[config.mk]
export PLATFORM = sky130hd
export DESIGN_NAME = horizontal_blur_flat
export DESIGN_NICKNAME = d
export VERILOG_FILES = /design/src/rtl/horizontal_blur_pkg.sv /design/src/rtl/horizontal_blur_if.sv /design/src/rtl/horizontal_blur_blur3_channel.sv /design/src/rtl/horizontal_blur.sv /design/src/flat_wrapper.sv
export SDC_FILE = /design/constraint.sdc
export NUM_CORES = 1
export LEC_CHECK = 0
export ABC_AREA = 1
export CAP_MARGIN = 40
export CORE_MARGIN = 2
export CORE_UTILIZATION = 51
export CTS_BUF_LIST = sky130_fd_sc_hd__clkbuf_4 sky130_fd_sc_hd__clkbuf_8
export CTS_CLUSTER_DIAMETER = 50
export DETAILED_ROUTE_END_ITERATION = 8
export PLACE_DENSITY_LB_ADDON = 0.08
export SLEW_MARGIN = 25
export SYNTH_ARGS = -nofsm -noshare
export SYNTH_HDL_FRONTEND = slang
export SYNTH_HIERARCHICAL = 1
export SYNTH_SLANG_ARGS = --single-unit
[constraint.sdc]
create_clock -name clk -period 2.7 [get_ports clk]
set_clock_uncertainty 0.05 [all_clocks]
set_input_delay 0.54 -clock clk [delete_from_list [all_inputs] [get_ports clk]]
set_output_delay 0.54 -clock clk [all_outputs]
set_load 0.05 [all_outputs]
[src/rtl/horizontal_blur_pkg.sv]
// Shared video constants and mode-state type for the horizontal blur stage.
// Optional build macro: HBLUR_BLANK_ZERO_EN (zero output data during blanking).
package horizontal_blur_pkg;
    localparam int         PIX_W     = 24;
    localparam int         CH_W      = 8;
    localparam logic [3:0] MODE_BLUR = 4'd3;

    typedef enum logic {
        PASS = 1'b0,
        BLUR = 1'b1
    } mode_e;
endpackage

[src/rtl/horizontal_blur_if.sv]
// Video bundle between upstream stage, blur stage and next colour stage.
// Upstream drives i_* and reads o_*; the blur stage does the opposite.
interface horizontal_blur_if;
    import horizontal_blur_pkg::*;

    logic [PIX_W-1:0] i_vid_data;
    logic             i_vid_hsync;
    logic             i_vid_vsync;
    logic             i_vid_VDE;
    logic [PIX_W-1:0] o_vid_data;
    logic             o_vid_hsync;
    logic             o_vid_vsync;
    logic             o_vid_VDE;

    modport master (
        output i_vid_data, i_vid_hsync, i_vid_vsync, i_vid_VDE,
        input  o_vid_data, o_vid_hsync, o_vid_vsync, o_vid_VDE
    );

    modport slave (
        input  i_vid_data, i_vid_hsync, i_vid_vsync, i_vid_VDE,
        output o_vid_data, o_vid_hsync, o_vid_vsync, o_vid_VDE
    );
endinterface

[src/rtl/horizontal_blur_blur3_channel.sv]
// One-channel [1 2 1]/4 horizontal kernel; missing neighbours at line edges
// are replaced by the centre pixel.
import horizontal_blur_pkg::*;

module blur3_channel (
    input  logic [CH_W-1:0] i_l,
    input  logic [CH_W-1:0] i_c,
    input  logic [CH_W-1:0] i_r,
    input  logic            i_l_vld,
    input  logic            i_r_vld,
    output logic [CH_W-1:0] o_pix
);
    logic [CH_W-1:0] w_l;
    logic [CH_W-1:0] w_r;
    logic [CH_W+1:0] w_sum;

    assign w_l   = i_l_vld ? i_l : i_c;
    assign w_r   = i_r_vld ? i_r : i_c;
    assign w_sum = {2'b00, w_l} + {1'b0, i_c, 1'b0} + {2'b00, w_r};
    assign o_pix = w_sum[CH_W+1:2];
endmodule

[src/rtl/horizontal_blur.sv]
// Horizontal 3-tap blur stage, fixed 2-cycle latency; mode latched on vsync rise.
// Optional build macro: HBLUR_BLANK_ZERO_EN (zero output data during blanking).
import horizontal_blur_pkg::*;

module horizontal_blur (
    input  logic       clk,
    input  logic       rst,
    input  logic [3:0] sw,
    horizontal_blur_if.slave vid
);
    logic [PIX_W-1:0] r_d1_data;
    logic [PIX_W-1:0] r_d2_data;
    logic             r_d1_vde;
    logic             r_d2_vde;
    logic             r_hs1;
    logic             r_vs1;
    logic             r_vs_prev;
    mode_e            r_state;
    logic [PIX_W-1:0] r_out_data;
    logic             r_out_hs;
    logic             r_out_vs;
    logic             r_out_vde;

    logic [PIX_W-1:0] w_blur;
    logic [PIX_W-1:0] w_next_data;
    logic             w_vs_rise;

    for (genvar g = 0; g < 3; g++) begin : g_ch
        blur3_channel u_ch (
            .i_l     (r_d2_data[g*CH_W +: CH_W]),
            .i_c     (r_d1_data[g*CH_W +: CH_W]),
            .i_r     (vid.i_vid_data[g*CH_W +: CH_W]),
            .i_l_vld (r_d2_vde),
            .i_r_vld (vid.i_vid_VDE),
            .o_pix   (w_blur[g*CH_W +: CH_W])
        );
    end

    assign w_vs_rise = vid.i_vid_vsync & ~r_vs_prev;

    always_comb begin
        w_next_data = r_d1_data;
        if (r_d1_vde && r_state == BLUR)
            w_next_data = w_blur;
`ifdef HBLUR_BLANK_ZERO_EN
        if (!r_d1_vde)
            w_next_data = '0;
`endif
    end

    always_ff @(posedge clk or posedge rst) begin
        if (rst) begin
            r_d1_data  <= '0;
            r_d2_data  <= '0;
            r_d1_vde   <= 1'b0;
            r_d2_vde   <= 1'b0;
            r_hs1      <= 1'b0;
            r_vs1      <= 1'b0;
            r_vs_prev  <= 1'b0;
            r_state    <= PASS;
            r_out_data <= '0;
            r_out_hs   <= 1'b0;
            r_out_vs   <= 1'b0;
            r_out_vde  <= 1'b0;
        end else begin
            r_d1_data  <= vid.i_vid_data;
            r_d2_data  <= r_d1_data;
            r_d1_vde   <= vid.i_vid_VDE;
            r_d2_vde   <= r_d1_vde;
            r_hs1      <= vid.i_vid_hsync;
            r_vs1      <= vid.i_vid_vsync;
            r_vs_prev  <= vid.i_vid_vsync;
            r_out_data <= w_next_data;
            r_out_hs   <= r_hs1;
            r_out_vs   <= r_vs1;
            r_out_vde  <= r_d1_vde;
            // Mode only changes at frame start so a frame is never mixed
            if (w_vs_rise)
                r_state <= (sw == MODE_BLUR) ? BLUR : PASS;
        end
    end

    assign vid.o_vid_data  = r_out_data;
    assign vid.o_vid_hsync = r_out_hs;
    assign vid.o_vid_vsync = r_out_vs;
    assign vid.o_vid_VDE   = r_out_vde;
endmodule

[src/flat_wrapper.sv]
// flat-port wrapper written by rule: the top's interface ports become plain ports
module horizontal_blur_flat 
  (clk, rst, sw, vid_i_vid_data, vid_i_vid_hsync, vid_i_vid_vsync, vid_i_vid_VDE, vid_o_vid_data, vid_o_vid_hsync, vid_o_vid_vsync, vid_o_vid_VDE);
  horizontal_blur_if vid_i ();
  input  logic clk;
  input  logic rst;
  input  logic [3:0] sw;
  input wire logic [$bits(vid_i.i_vid_data)-1:0] vid_i_vid_data;
  input wire logic [$bits(vid_i.i_vid_hsync)-1:0] vid_i_vid_hsync;
  input wire logic [$bits(vid_i.i_vid_vsync)-1:0] vid_i_vid_vsync;
  input wire logic [$bits(vid_i.i_vid_VDE)-1:0] vid_i_vid_VDE;
  output wire logic [$bits(vid_i.o_vid_data)-1:0] vid_o_vid_data;
  output wire logic [$bits(vid_i.o_vid_hsync)-1:0] vid_o_vid_hsync;
  output wire logic [$bits(vid_i.o_vid_vsync)-1:0] vid_o_vid_vsync;
  output wire logic [$bits(vid_i.o_vid_VDE)-1:0] vid_o_vid_VDE;
  assign vid_i.i_vid_data = vid_i_vid_data;
  assign vid_i.i_vid_hsync = vid_i_vid_hsync;
  assign vid_i.i_vid_vsync = vid_i_vid_vsync;
  assign vid_i.i_vid_VDE = vid_i_vid_VDE;
  assign vid_o_vid_data = vid_i.o_vid_data;
  assign vid_o_vid_hsync = vid_i.o_vid_hsync;
  assign vid_o_vid_vsync = vid_i.o_vid_vsync;
  assign vid_o_vid_VDE = vid_i.o_vid_VDE;
  horizontal_blur u_core (.clk(clk), .rst(rst), .sw(sw), .vid(vid_i));
endmodule
# Word-level counts from Yosys, hierarchy flattened
# Index checks and enable logic that the tools add are counted.
# op_classes
add_sub_neg,6
n_eq_ne,1
mux,8
bitwise_logic,2
reduce_logical,1
# ops
op,count
$mux 8,6
$add 10x8->10,3
$add 8x9->10,3
$mux 24,1
$eq 4x2->1 const B,1
$and 1x1->1,1
$logic_and 1x1->1,1
$mux 1,1
$not 1->1,1
# totals
regBits,79
inputBits,33
out_inout_bits,27
word_cells,28

# Logic depth before layout (Yosys ltp)
# Gate-level depths: netlist of the first run.
# depth
word_depth,4
mapped_depth,15

# Modules after synthesis
# The synthesis of the first run kept the hierarchy.
# modules_own_cells
mod,n_inst,cells_each,area_each_um2,seq_area_each_um2
horizontal_blur,1,169,2426.1,1976.9
blur3_channel,3,98,640.6,0.0

# Worst setup path after synthesis of the first run
# No wires, ideal clock.
# synth_path
path_kind,flip-flop to flip-flop
start,reg u_core/vid.o_vid_VDE (netlist name)
end,reg u_core.r_out_data[21] (netlist: u_core/vid.o_vid_data[21])
setup_time_ps,117
t_arrival_ps,2856
t_required_ps,2533
setup_slack_ps,-323
stages_incl_launch_ff,12
synth_period_minus_slack_ps,3023
cell_sequence,dfrtp_1 > clkbuf_1 > o21ai_0 > fa_1 > fa_1 > nand3_1 > nand2_1 > nand2_1 > nand2_1 > xor2_1 > nand3_1 > nand2_1
# synth_rtl
element,line_no,rtl
"end signal, assigned",horizontal_blur.sv:73,r_out_data <= w_next_data;
"end, declared",horizontal_blur.sv:19,logic [PIX_W-1:0] r_out_data;

==> results.py, run 1 <==
metrics = {
    "run_status": {
        "status": "finished, final reports clean",
    },
    "yosys": {
        "synthMuxAreaShare": 0.0138,
        "syn_inst": 463,
        "synth_compound_area_frac": 0.0806,
        "synth_cell_type_count": 23,
        "syn_avg_cell_area_um2": 9.39,
        "ys_warn_count": 6,
        "netlist.area_leader.share": 0.455,
        "synth_adder_area_share": 0.171,
        "synthesis.nets": 541,
        "ys_top_cells_by_area": "dfrtp_1, nand2_1, fa_1, ha_1, inv_1",
        "syn_area_um2": 4350,
        "ys_seq_area_frac": 0.455,
        "yosys.area.top_type": "dfrtp_1",
        "synth_seq_cells": 79,
        "synth_top_family_by_area": "simple AND/OR/NAND/NOR gates",
        "yosys.area_share.simple": 0.184,
        "synth_xor_area_frac": 0.0242,
    },
    "cts": {
        "holdBufCountCts": 0,
        "max-clock-path-buffers": 2,
        "worstSkewPairLatency_ps": 350,
        "htreeDepth": 3,
        "clkSlewWorstSetupHoldPaths_ps": 80,
        "cts_made_buffers": 9,
        "cts_tree": "built",
        "cts-root-buf": "clkbuf_8",
        "cts.sinks": 79,
    },
    "sta": {
        "hold_viol": 0,
        "period_share": 0.997,
        "rsz0062_at_grt": "true",
        "period_needed_ps": 2690,
        "fmax_mhz": 371,
        "finalSetupViolCount": 0,
        "slew_violations": 0,
        "max_slew_margin": 0.565,
        "holdWs_ps": 304,
        "worst_pin_slew_ps": 653,
    },
    "drt": {
        "antenna_left": 0,
        "routedWlPerCell_um": 14.4,
        "vias": 3484,
        "dr.pass1.iters": 4,
        "drc": 0,
        "drt_wl_total_mm": 9.68,
        "drtIter0Drc": 161,
        "vias_per_cell": 5.18,
    },
    "critical_path": {
        "reg2reg_to": "u_core/vid.o_vid_data[13]",
        "worstRegToRegCells": 14,
        "cp-start-kind": "flip-flop",
        "critPathArrivalTime_ps": 2930,
        "critPathMaxFanout": 5,
        "r2r_slack_ps": 7,
        "crit_path_start": "u_core/vid.o_vid_VDE",
        "r2r_start": "u_core/vid.o_vid_VDE",
        "end_kind": "flip-flop",
        "critPathKind": "flip-flop to flip-flop",
        "crit_end": "u_core/vid.o_vid_data[13]",
        "crit_required_ps": 2940,
    },
    "floorplan": {
        "core_um2": 8260,
        "std_cell_rows": 33,
        "die_y_um": 96.3,
        "num_io_pins": 60,
        "die-area_um2": 9280,
        "die_width_um": 96.3,
        "start_util": 0.527,
    },
    "global_route": {
        "grt-ovfl-total": 0,
        "grt_pass1_vias": 3483,
        "grt_usage": 0.224,
        "grt_pass1_wl_mm": 15.8,
        "grt_max_degree": 80,
        "antenna_found_initial": 0,
    },
    "final_layout": {
        "final-seq-area_um2": 1980,
        "multi_input_area_um2": 2300,
        "final_cells": 672,
        "drive_above_1_share": 0.192,
        "syn_to_final_growth_pct": 33.6,
        "fillers": 647,
        "diodes": 0,
        "fin_nets": 640,
    },
    "placement": {
        "dp_hpwl_mm": 6.32,
        "placed_cells": 650,
        "gp_congestion": 0.869,
        "portBuffers": 59,
    },
    "job": {
        "max-cap-violations": 0,
    },
    "power": {
        "p_per_area_nw_per_um2": 603,
        "ir_drop_v": 0.000417,
        "leakagePower_nw": 2.87,
    },
    "hold_path": {
        "hold_class": "flip-flop to flip-flop",
    },
}
==> layer usage <==
| layer | share of wire | up-vias | GRT usage |
|---|---|---|---|
| met3 | 0.038 | 20 | 0.0548 |
| met5 | 0 | - | 0 |
| met1 | 0.44 | 1697 | 0.295 |
| met4 | 0.016 | 0 | 0.0516 |
| li1 | - | 1694 | - |
| met2 | 0.50 | 73 | 0.376 |
==> placed cells by master, fill, tap and decap left out, types with 3 or more instances in the layout <==
cell             instances
a31oi_2                  3
nand2_1                128
ha_1                    13
inv_1                   53
buf_6                    3
clkdlybuf4s50_1         58
o21ai_0                 14
a21oi_1                 11
buf_4                   36
clkinvlp_4               4
ha_4                     7
a21o_1                   6
mux2i_1                  3
o21ai_2                  6
clkbuf_8                10
nand4_1                  6
o21ai_1                 16
fa_1                    20
nand3_1                 32
dfrtp_1                 78
xor2_1                  12
nand2_2                 11
buf_12                   3
a21oi_2                  4
fa_2                     4
==> worst max-delay path, cell delays in order (launching register included) <==
cell and delay, ps:
dfrtp_4 520, buf_12 160, buf_6 130, nand2_4 60
o21ai_4 50, fa_1 500, buf_6 140, fa_2 380
nand3_2 80, nand2_2 80, nand2_1 60, nand2_1 50
xor2_1 160, nand3_1 110, nand2_1 100
==> metrics by stage <==
step                TNS, ps  instance area, um^2  worst slack, ps  total power [mW]   util
floorplan             -13.7                 4360            -13.7              2.05      -
global placement      -9540                 5270             -535              2.42  0.638
detailed placement   -10630                 5270             -556              2.45  0.638
CTS                       0                 5550             6.23              3.37  0.673
global route           -604                 5810             -102              3.75  0.703
finish                    0                 5810             7.33              3.50  0.703
==> synthesized netlist by cell type <==
cell / instances
dfrtp_1: 79
a31oi_1: 3
inv_1: 54
nor3_1: 3
clkbuf_8: 1
a21o_1: 6
ha_1: 21
a21oi_1: 15
nand2_8: 1
buf_4: 2
nand3_1: 34
o311ai_0: 3
buf_6: 5
clkbuf_1: 6
nand2_2: 3
and3_1: 3
xor2_1: 12
nor2_1: 2
mux2i_1: 6
nand2_1: 137
nand4_1: 6
fa_1: 24
o21ai_0: 37
==> kinds of logic after synthesis <==
family | count (synthesis)
AND/OR/NAND/NOR | 189
flip-flops | 79
buffers and inverters | 68
AO/OA/AOI/OAI | 64
adder cells (fa/ha/maj) | 45
XOR/XNOR | 12
multiplexers | 6
==> timing repair <==
item,4_1_cts,5_1_grt
cloned,1,0
pin swaps,2,22
buffers inserted,3,2
endpoints found under the setup margin,15,17
gates resized for setup,17,59
==> worst min path at each step <==
stage,start,end,slack (ps),cells past startpoint
after floorplan,u_core/r_hs1,u_core/vid.o_vid_hsync,280,0
after global placement,u_core/r_hs1,u_core/vid.o_vid_hsync,290,0
after detailed placement,u_core/r_hs1,u_core/vid.o_vid_hsync,290,0
after CTS,u_core/r_hs1,u_core/vid.o_vid_hsync,310,0
after global routing,u_core/r_hs1,u_core/vid.o_vid_hsync,330,0
final,u_core/r_hs1,u_core/vid.o_vid_hsync,300,0
==> report_power, final <==
| part | switching (mW) | total (mW) | internal [mW] |
|---|---|---|---|
| Combinational | 0.703 | 1.32 | 0.615 |
| Sequential | 0.0504 | 1.30 | 1.25 |
| Clock | 0.424 | 0.885 | 0.461 |
| Total | 1.18 | 3.50 | 2.32 |
==> layout make-up <==
type / count / area share
clock buffer: 11 / 0.0250
clock inverter: 5 / 0.00991
sequential: 79 / 0.341
timing repair buffer: 102 / 0.169
multi-input combinational: 316 / 0.397
inverter: 54 / 0.0356
tap: 105 / 0.0226
Power figures use the tool's default switching activity.
==> run 2, diff against run 1 <==
--- a/config.mk
+++ b/config.mk
@@ -14,3 +14,3 @@
 export DETAILED_ROUTE_END_ITERATION = 8
-export PLACE_DENSITY_LB_ADDON = 0.08
+export PLACE_DENSITY = 0.88
 export SLEW_MARGIN = 25
==> constraint.sdc (replaced) <==
create_clock -name clk -period 2.7 [get_ports clk]
set_clock_uncertainty 0.05 [all_clocks]
set_input_delay 0.405 -clock clk [delete_from_list [all_inputs] [get_ports clk]]
set_output_delay 0.405 -clock clk [all_outputs]
set_load 0.05 [all_outputs]
==> results.py, run 2 (synthesis results as in run 1) <==
metrics = {
    "global_route": {
        "grt_max_degree": 52,
        "grt_pass1_wl_mm": 16.6,
        "antenna_found_initial": 0,
        "grt_usage": 0.237,
        "grt-ovfl-total": 0,
        "grt_pass1_vias": 3662,
    },
    "critical_path": {
        "critical-path-max-stage-delay_ps": 560,
        "critPathArrivalTime_ps": 3000,
        "end_kind": "flip-flop",
        "cp_cell_sequence": "buf_6, mux2i_4, fa_1, a21oi_2, and3_4, fa_2, nand3_2, nand2_4, nand4_1, o311ai_0, nand3_1, nand2_1",
        "cp_top_family": "adder cells",
        "critPathKind": "flip-flop to flip-flop",
        "critPathMaxFanout": 8,
        "crit_buf_inv": 1,
        "crit_required_ps": 2890,
        "crit_slowest_cell": "dfrtp_4",
        "cp-start-kind": "flip-flop",
    },
    "drt": {
        "topRoutingLayerUsed": "met4",
        "vias": 3700,
        "antenna_left": 0,
        "dr_wl_met3_um": 761,
        "routedWlPerCell_um": 16.0,
        "drtIter0Drc": 250,
        "drc": 0,
        "route.met2.wl_mm": 5.54,
        "dr.pass1.iters": 5,
        "vias_per_cell": 5.56,
        "wl_met1_mm": 4.06,
        "drt_wl_total_mm": 10.6,
    },
    "run_status": {
        "violations": "setup timing",
        "status": "finished, violations left",
    },
    "sta": {
        "rsz0062_at_grt": "true",
        "period_share": 1.04,
        "worst_slack_ps": -107,
        "hold_viol": 0,
        "period_needed_ps": 2810,
        "worst_pin_slew_ps": 514,
        "slew_violations": 0,
        "max_slew_margin": 0.656,
        "fmax_mhz": 356,
        "finalSetupViolCount": 5,
    },
    "floorplan": {
        "core_um2": 8260,
        "std_cell_rows": 33,
        "start_util": 0.527,
        "die_y_um": 96.3,
        "die_width_um": 96.3,
        "die-area_um2": 9280,
        "num_io_pins": 60,
    },
    "power": {
        "power.switching_mw": 1.22,
        "ir_drop_v": 0.000326,
        "p_seq_frac": 0.360,
        "combPwrFrac": 0.366,
        "power.internal_mw": 2.40,
        "p_clk_frac": 0.273,
        "p_per_area_nw_per_um2": 628,
        "leakagePower_nw": 2.85,
        "swShare": 0.337,
    },
    "cts": {
        "clkSlewWorstSetupHoldPaths_ps": 80,
        "cts-root-buf": "clkbuf_8",
        "max-clock-path-buffers": 2,
        "worstSkewPairLatency_ps": 350,
        "cts_made_buffers": 9,
        "htreeDepth": 3,
        "cts_tree": "built",
        "holdBufCountCts": 0,
        "cts.sinks": 79,
    },
    "placement": {
        "dpl_cell_area_um2": 5220,
        "gp_congestion": 0.866,
        "dp_hpwl_mm": 6.77,
        "placed_cells": 644,
        "portBuffers": 59,
    },
    "final_layout": {
        "fin_nets": 634,
        "final_cells": 666,
        "syn_to_final_growth_pct": 32.3,
        "layout_commonest_cell": "nand2_1",
        "fillers": 573,
        "diodes": 0,
        "final_area_um2": 5750,
        "final_cell_mix": "nand2_1, dfrtp_1, clkdlybuf4s50_1",
        "drive_above_1_share": 0.175,
    },
    "job": {
        "max-cap-violations": 0,
    },
    "hold_path": {
        "hold_class": "flip-flop to flip-flop",
    },
}
## run 2: through the flow
stage	utilization	hold slack, ps	total power, mW	TNS [ps]	worst slack (ps)
final	0.696	303	3.61	-276	-107
after global routing	0.696	335	3.80	-1350	-177
after CTS	0.668	303	3.46	-68.5	-37.9
after detailed placement	0.632	288	2.44	-7460	-478
after global placement	0.632	287	2.38	-5800	-361
after floorplan	-	281	2.05	-40.2	-13.5
## run 2: worst reg2reg max path, stage by stage, from the launching register on
cell and delay [ps]:
dfrtp_4 560, buf_6 160, mux2i_4 180, fa_1 560
a21oi_2 50, and3_4 160, fa_2 380, nand3_2 110
nand2_4 70, nand4_1 70, o311ai_0 140, nand3_1 120
nand2_1 80
## run 2: worst paths after layout
check	from	to	slack, ps	depth (start not counted)
worst min-delay path	u_core/r_hs1	u_core/vid.o_vid_hsync	300	0
worst min register to register	u_core/r_hs1	u_core/vid.o_vid_hsync	300	0
max in group asynchronous	rst	u_core/vid.o_vid_VDE	1620	3
min in group asynchronous	rst	u_core/vid.o_vid_data[0]	340	2
worst max-delay path	u_core/vid.o_vid_VDE	u_core/vid.o_vid_data[15]	-110	12
worst max register to register	u_core/vid.o_vid_VDE	u_core/vid.o_vid_data[15]	-110	12
## run 2: per-layer routing
| layer | track usage | vias to the layer above |
|---|---|---|
| met5 | 0 | - |
| met3 | 0.0532 | 31 |
| met2 | 0.407 | 178 |
| met4 | 0.0904 | 0 |
| li1 | - | 1682 |
| met1 | 0.292 | 1809 |
## run 2: power by group through the flow
| stage | Sequential, mW | Combinational, mW | Clock, mW |
|---|---|---|---|
| after floorplan | 1.41 | 0.645 | 0 |
| final | 1.30 | 1.32 | 0.988 |
| after global placement | 1.32 | 1.06 | 0 |
| after global routing | 1.31 | 1.44 | 1.06 |
| after CTS | 1.30 | 1.15 | 1.01 |
| after detailed placement | 1.33 | 1.12 | 0 |
## run 2: repair_timing
| action | CTS | global route |
|---|---|---|
| setup endpoints to repair | 14 | 18 |
| pin swaps | 0 | 12 |
| resized for setup | 11 | 56 |
| setup buffers | 3 | 2 |
| endpoints found under the hold margin | 0 | 0 |
| cloned | 1 | 0 |
## run 2: layout make-up
type	instances	area (um^2)	area share
Sequential cell	79	1980	0.344
Clock buffer	11	145	0.0252
Clock inverter	5	81.3	0.0141
Timing Repair Buffer	96	932	0.162
Tap cell	105	131	0.0228
Inverter	54	204	0.0355
Multi-Input combinational cell	316	2280	0.396
==> run 3, diff against run 2 <==
- CTS_CLUSTER_DIAMETER: 50 -> not set
==> results of run 3 <==
No change in the layout: final DEF, timing and power equal those of run 2.
==> RTL change 1 (config.mk and constraints of run 1) <==
Reset style: synchronous (`rst`), changed in one clocked block.
--- a/src/rtl/horizontal_blur.sv
+++ b/src/rtl/horizontal_blur.sv
@@ -48,7 +48,7 @@
 `endif
     end
 
-    always_ff @(posedge clk or posedge rst) begin
+    always_ff @(posedge clk) begin
         if (rst) begin
             r_d1_data  <= '0;
             r_d2_data  <= '0;
Formal check against the unedited RTL: differs if rst is asserted again (counterexample within 4 cycles, from zero or initial values and one cycle with rst high); with rst held inactive, the same outputs for 10 cycles.
==> RTL change 1 against run 1 <==
Worst setup slack better by 0.032 ns; area after synthesis barely moved; sequential power down 3%; total power shrank 6.8%; register-to-register slack improved by 0.08 ns; wire length is 7.8% higher; worst hold slack gained 0.050 ns; sequential cell count unchanged; cell area fell by 1.7%.
==> RTL change 1: results (changes against run 1) <==
grt:
  globalRouteMet2Util_pct: 41.6  # was 37.6%
  vias_in_the_first_global_route: 3769  # was 3483
  grt.met3_usage_pct: 4.78  # was 5.48%
  grt_usage_pct: 23.3  # was 22.4%
setup_path:
  r2r_cells: 11  # was 14
  startpoint_type: "input pin"  # was flip-flop
  critical_path.reg2reg.startpoint: "u_core/vid.o_vid_VDE"  # unchanged
  crit-reg2reg-capture: "u_core/vid.o_vid_data[5]"  # was u_core/vid.o_vid_data[13]
  crit_path_max_fanout: 3  # was 5
  critPathLaunch: "vid_i_vid_data[17]"  # was u_core/vid.o_vid_VDE
  cp.arrival_ns: 2.85  # was 2.93 ns
  rrSetupSlack_ns: 0.09  # was 0.007 ns
  setup.worst_path.end: "u_core/vid.o_vid_data[21]"  # was u_core/vid.o_vid_data[13]
power_and_ir_drop:
  pleak_uw: 0.00280  # was 0.00287 µW
  seq_power_share_pct: 38.7  # was 37.1%
  power-per-cell-area_nw_per_um2: 572  # was 603 nW/µm²
  comb_power_uw: 983  # was 1320 µW
  vdd_drop_max_uv: 316  # was 417 µV
  internal-power_uw: 2250  # was 2320 µW
drt:
  routed-via-count: 3863  # was 3484
  met3_wirelength_um: 491  # was 365 µm
  route.detailed.wl_per_inst_um: 13.4  # was 14.4 µm
  drtIter0Drc: 187  # was 161
  average_vias_per_placed_instance: 4.97  # was 5.18
run_status:
  outcome: "finished, final reports clean"  # unchanged
synth:
  mappedNetlistNets: 655  # was 541
  synth.avg_cell_area_um2: 7.53  # was 9.39 µm²
  post_synth_main_area_contributors: "dfxtp_1, fa_1, inv_1"  # was dfrtp_1, nand2_1, fa_1
  synth.lib_cells_used.distinct: 25  # was 23
  synth.top_cells.by_count: "inv_1, nor2_1, nand2_1, dfxtp_1, o21ai_0"  # was nand2_1, dfrtp_1, inv_1, o21ai_0, nand3_1
  seq_area_frac_synth_pct: 36.4  # was 45.5%
place:
  place_inst: 755  # was 650
  routabilityCongestion: 0.872  # was 0.869
  pre_cts_ws_ns: -0.699  # was -0.556 ns
timing:
  max_freq_mhz: 376  # was 371 MHz
  worst_slew_pin_slew_ns: 0.572  # was 0.653 ns
worst_hold_path:
  worst_hold_path.num_cells: 2  # was 0
  hold_path_end: "u_core/vid.o_vid_hsync"  # unchanged
  hp-start: "u_core/r_hs1"  # unchanged
clock_tree:
  post_cts_resized: 13  # was 17
RTL change 1: cell types whose count changed in the layout (fill, tap and decap cells not counted), sizes merged, moves of 23 or more:
cell   change
nand2     -46
nand3     -25
dfxtp     +79
o21ai     +23
inv       +56
nor2     +102
dfrtp     -79
RTL change 1: logic make-up after synthesis:
family,count (synthesis),share of synthesized area (%)
AOI/OAI and AO/OA,88,10.8
xor gates and xnor gates,12,2.42
adders and majority gates,45,17.1
buffers and inverters,127,11.9
DFF,79,36.4
muxes,6,1.38
and+or+nand+nor,220,19.9
RTL change 1: final cells by class:
| cell class | instances | area [µm²] |
|---|---|---|
| inverters | 109 | 417 |
| flip-flops and latches | 79 | 1590 |
| fillers | 684 | 2510 |
| well taps | 105 | 131 |
| multi-input cells | 371 | 2380 |
| clock buffers | 12 | 159 |
| clock inverters | 4 | 76.3 |
| repair buffers | 98 | 960 |
==> RTL change 2 (flow settings as in run 1) <==
Without the edit above. The option `HBLUR_BLANK_ZERO_EN` is turned on by a define.
--- a/src/rtl/horizontal_blur.sv
+++ b/src/rtl/horizontal_blur.sv
@@ -1,5 +1,7 @@
 // Horizontal 3-tap blur stage, fixed 2-cycle latency; mode latched on vsync rise.
 // Optional build macro: HBLUR_BLANK_ZERO_EN (zero output data during blanking).
+`define HBLUR_BLANK_ZERO_EN
+
 import horizontal_blur_pkg::*;
 
 module horizontal_blur (
Formal check against the unedited RTL: not equivalent (a bounded check fails within 4 cycles, from zero or initial values and one cycle with rst high).
==> RTL change 2 against run 1 <==
The flow now finishes with violations (setup timing); wire length rose by 3.1%; total power up 2.5%; area after synthesis fell by 1.2%; sequential cell count did not move; utilization grew 0.39 points; die area down 1.1%; worst setup slack got worse by 0.029 ns; cell area decreased by 0.45%; critical path type is now in -> reg; largest cell class unchanged.
==> RTL change 2: results (changes against run 1) <==
timing:
  final.hold.worst_slack_ns: 0.311  # was 0.304 ns
  worst_slack_ns: -0.0218  # was 0.00733 ns
  setup-violations-final: 4  # was 0
  fin_tns_setup_ns: -0.0536  # was 0 ns
  worst_slew_pin_slew_ns: 0.526  # was 0.653 ns
place:
  postPlaceCellArea_um2: 5300  # was 5270 µm²
  place_inst: 652  # was 650
  pre_cts_ws_ns: -0.671  # was -0.556 ns
  hpwl_um: 6590  # was 6320 µm
setup_path:
  max_stage_delay_ns: 0.45  # was 0.52 ns
  crit-reg2reg-capture: "u_core/vid.o_vid_data[21]"  # was u_core/vid.o_vid_data[13]
  cp.arrival_ns: 2.95  # was 2.93 ns
  critPathLaunch: "vid_i_vid_VDE"  # was u_core/vid.o_vid_VDE
  crit_family: "simple AND/OR/NAND/NOR gates"  # was adder cells
  timing_worst_setup_path_type: "in -> reg"  # was reg -> reg
  r2r_cells: 12  # was 14
cells_and_area:
  nets: 641  # was 640
  num-nonclk-buffers: 103  # was 102
  layout-drive-gt1-share_pct: 17.1  # was 19.2%
  final_area_um2: 5780  # was 5810 µm²
  layout.buffer.nonclock.area_share_pct: 17.6  # was 16.9%
  multi_input_area_um2: 2220  # was 2300 µm²
  number_of_ordinary_inverters_in_the_final_layout: 55  # was 54
run_status:
  outcome: "complete, but fails checks"  # was finished, final reports clean
  failed_checks: "setup timing"
drt:
  drtIter0Drc: 143  # was 161
  detail_route.first_pass.iterations: 5  # was 4
  routed-via-count: 3529  # was 3484
  finalWirelength_um: 9980  # was 9680 µm
power_and_ir_drop:
  vdd_drop_max_uv: 331  # was 417 µV
  clockNetworkPower_uw: 964  # was 885 µW
  seq_power_share_pct: 36.0  # was 37.1%
grt:
  globalRouteMet2Util_pct: 38.7  # was 37.6%
  grt_start_max_net_pins: 44  # was 80
  first_pass_grt_wire_length_um: 16500  # was 15800 µm
  grt_usage_pct: 23.6  # was 22.4%
  grt_use_met1_pct: 31.9  # was 29.5%
synth:
  synth.top_cells.by_count: "nand2_1, dfrtp_1, inv_1, o21ai_0, nor2_1"  # was nand2_1, dfrtp_1, inv_1, o21ai_0, nand3_1
  synth.lib_cells_used.distinct: 24  # was 23
  post_synth_main_area_contributors: "dfrtp_1, fa_1, nand2_1"  # was dfrtp_1, nand2_1, fa_1
  synth.avg_cell_area_um2: 9.32  # was 9.39 µm²
  mappedNetlistNets: 539  # was 541
==> RTL change 2: cell types whose count changed after synthesis, sizes merged <==
cell | run 1 | this run
nand2 | 141 | 92
nor2 | 2 | 50
nand3 | 34 | 10
o21ai | 37 | 61
buf | 7 | 6
clkbuf | 7 | 6
inv | 54 | 55
==> RTL change 2: logic make-up after synthesis <==
logic type               synth area share (%)
AND/OR/NAND/NOR                          15.5
AO/OA/AOI/OAI                            10.9
flip-flops                               46.0
buffers and inverters                    6.44
adder cells (fa/ha/maj)                  17.3
XOR/XNOR                                 2.45
multiplexers                             1.40
==> RTL change 2: repair_timing <==
item | 4_1_cts | 5_1_grt
cloned | 1 | 0
gates resized for setup | 26 | 32
endpoints found under the setup margin | 19 | 17
setup buffers | 2 | 1
pin swaps | 2 | 8
==> RTL change 2: metal layers <==
layer | routed length, µm | vias up
met5 | 0 | -
met4 | 116 | 0
met3 | 539 | 10
met2 | 4820 | 107
met1 | 4500 | 1720
li1 | - | 1692
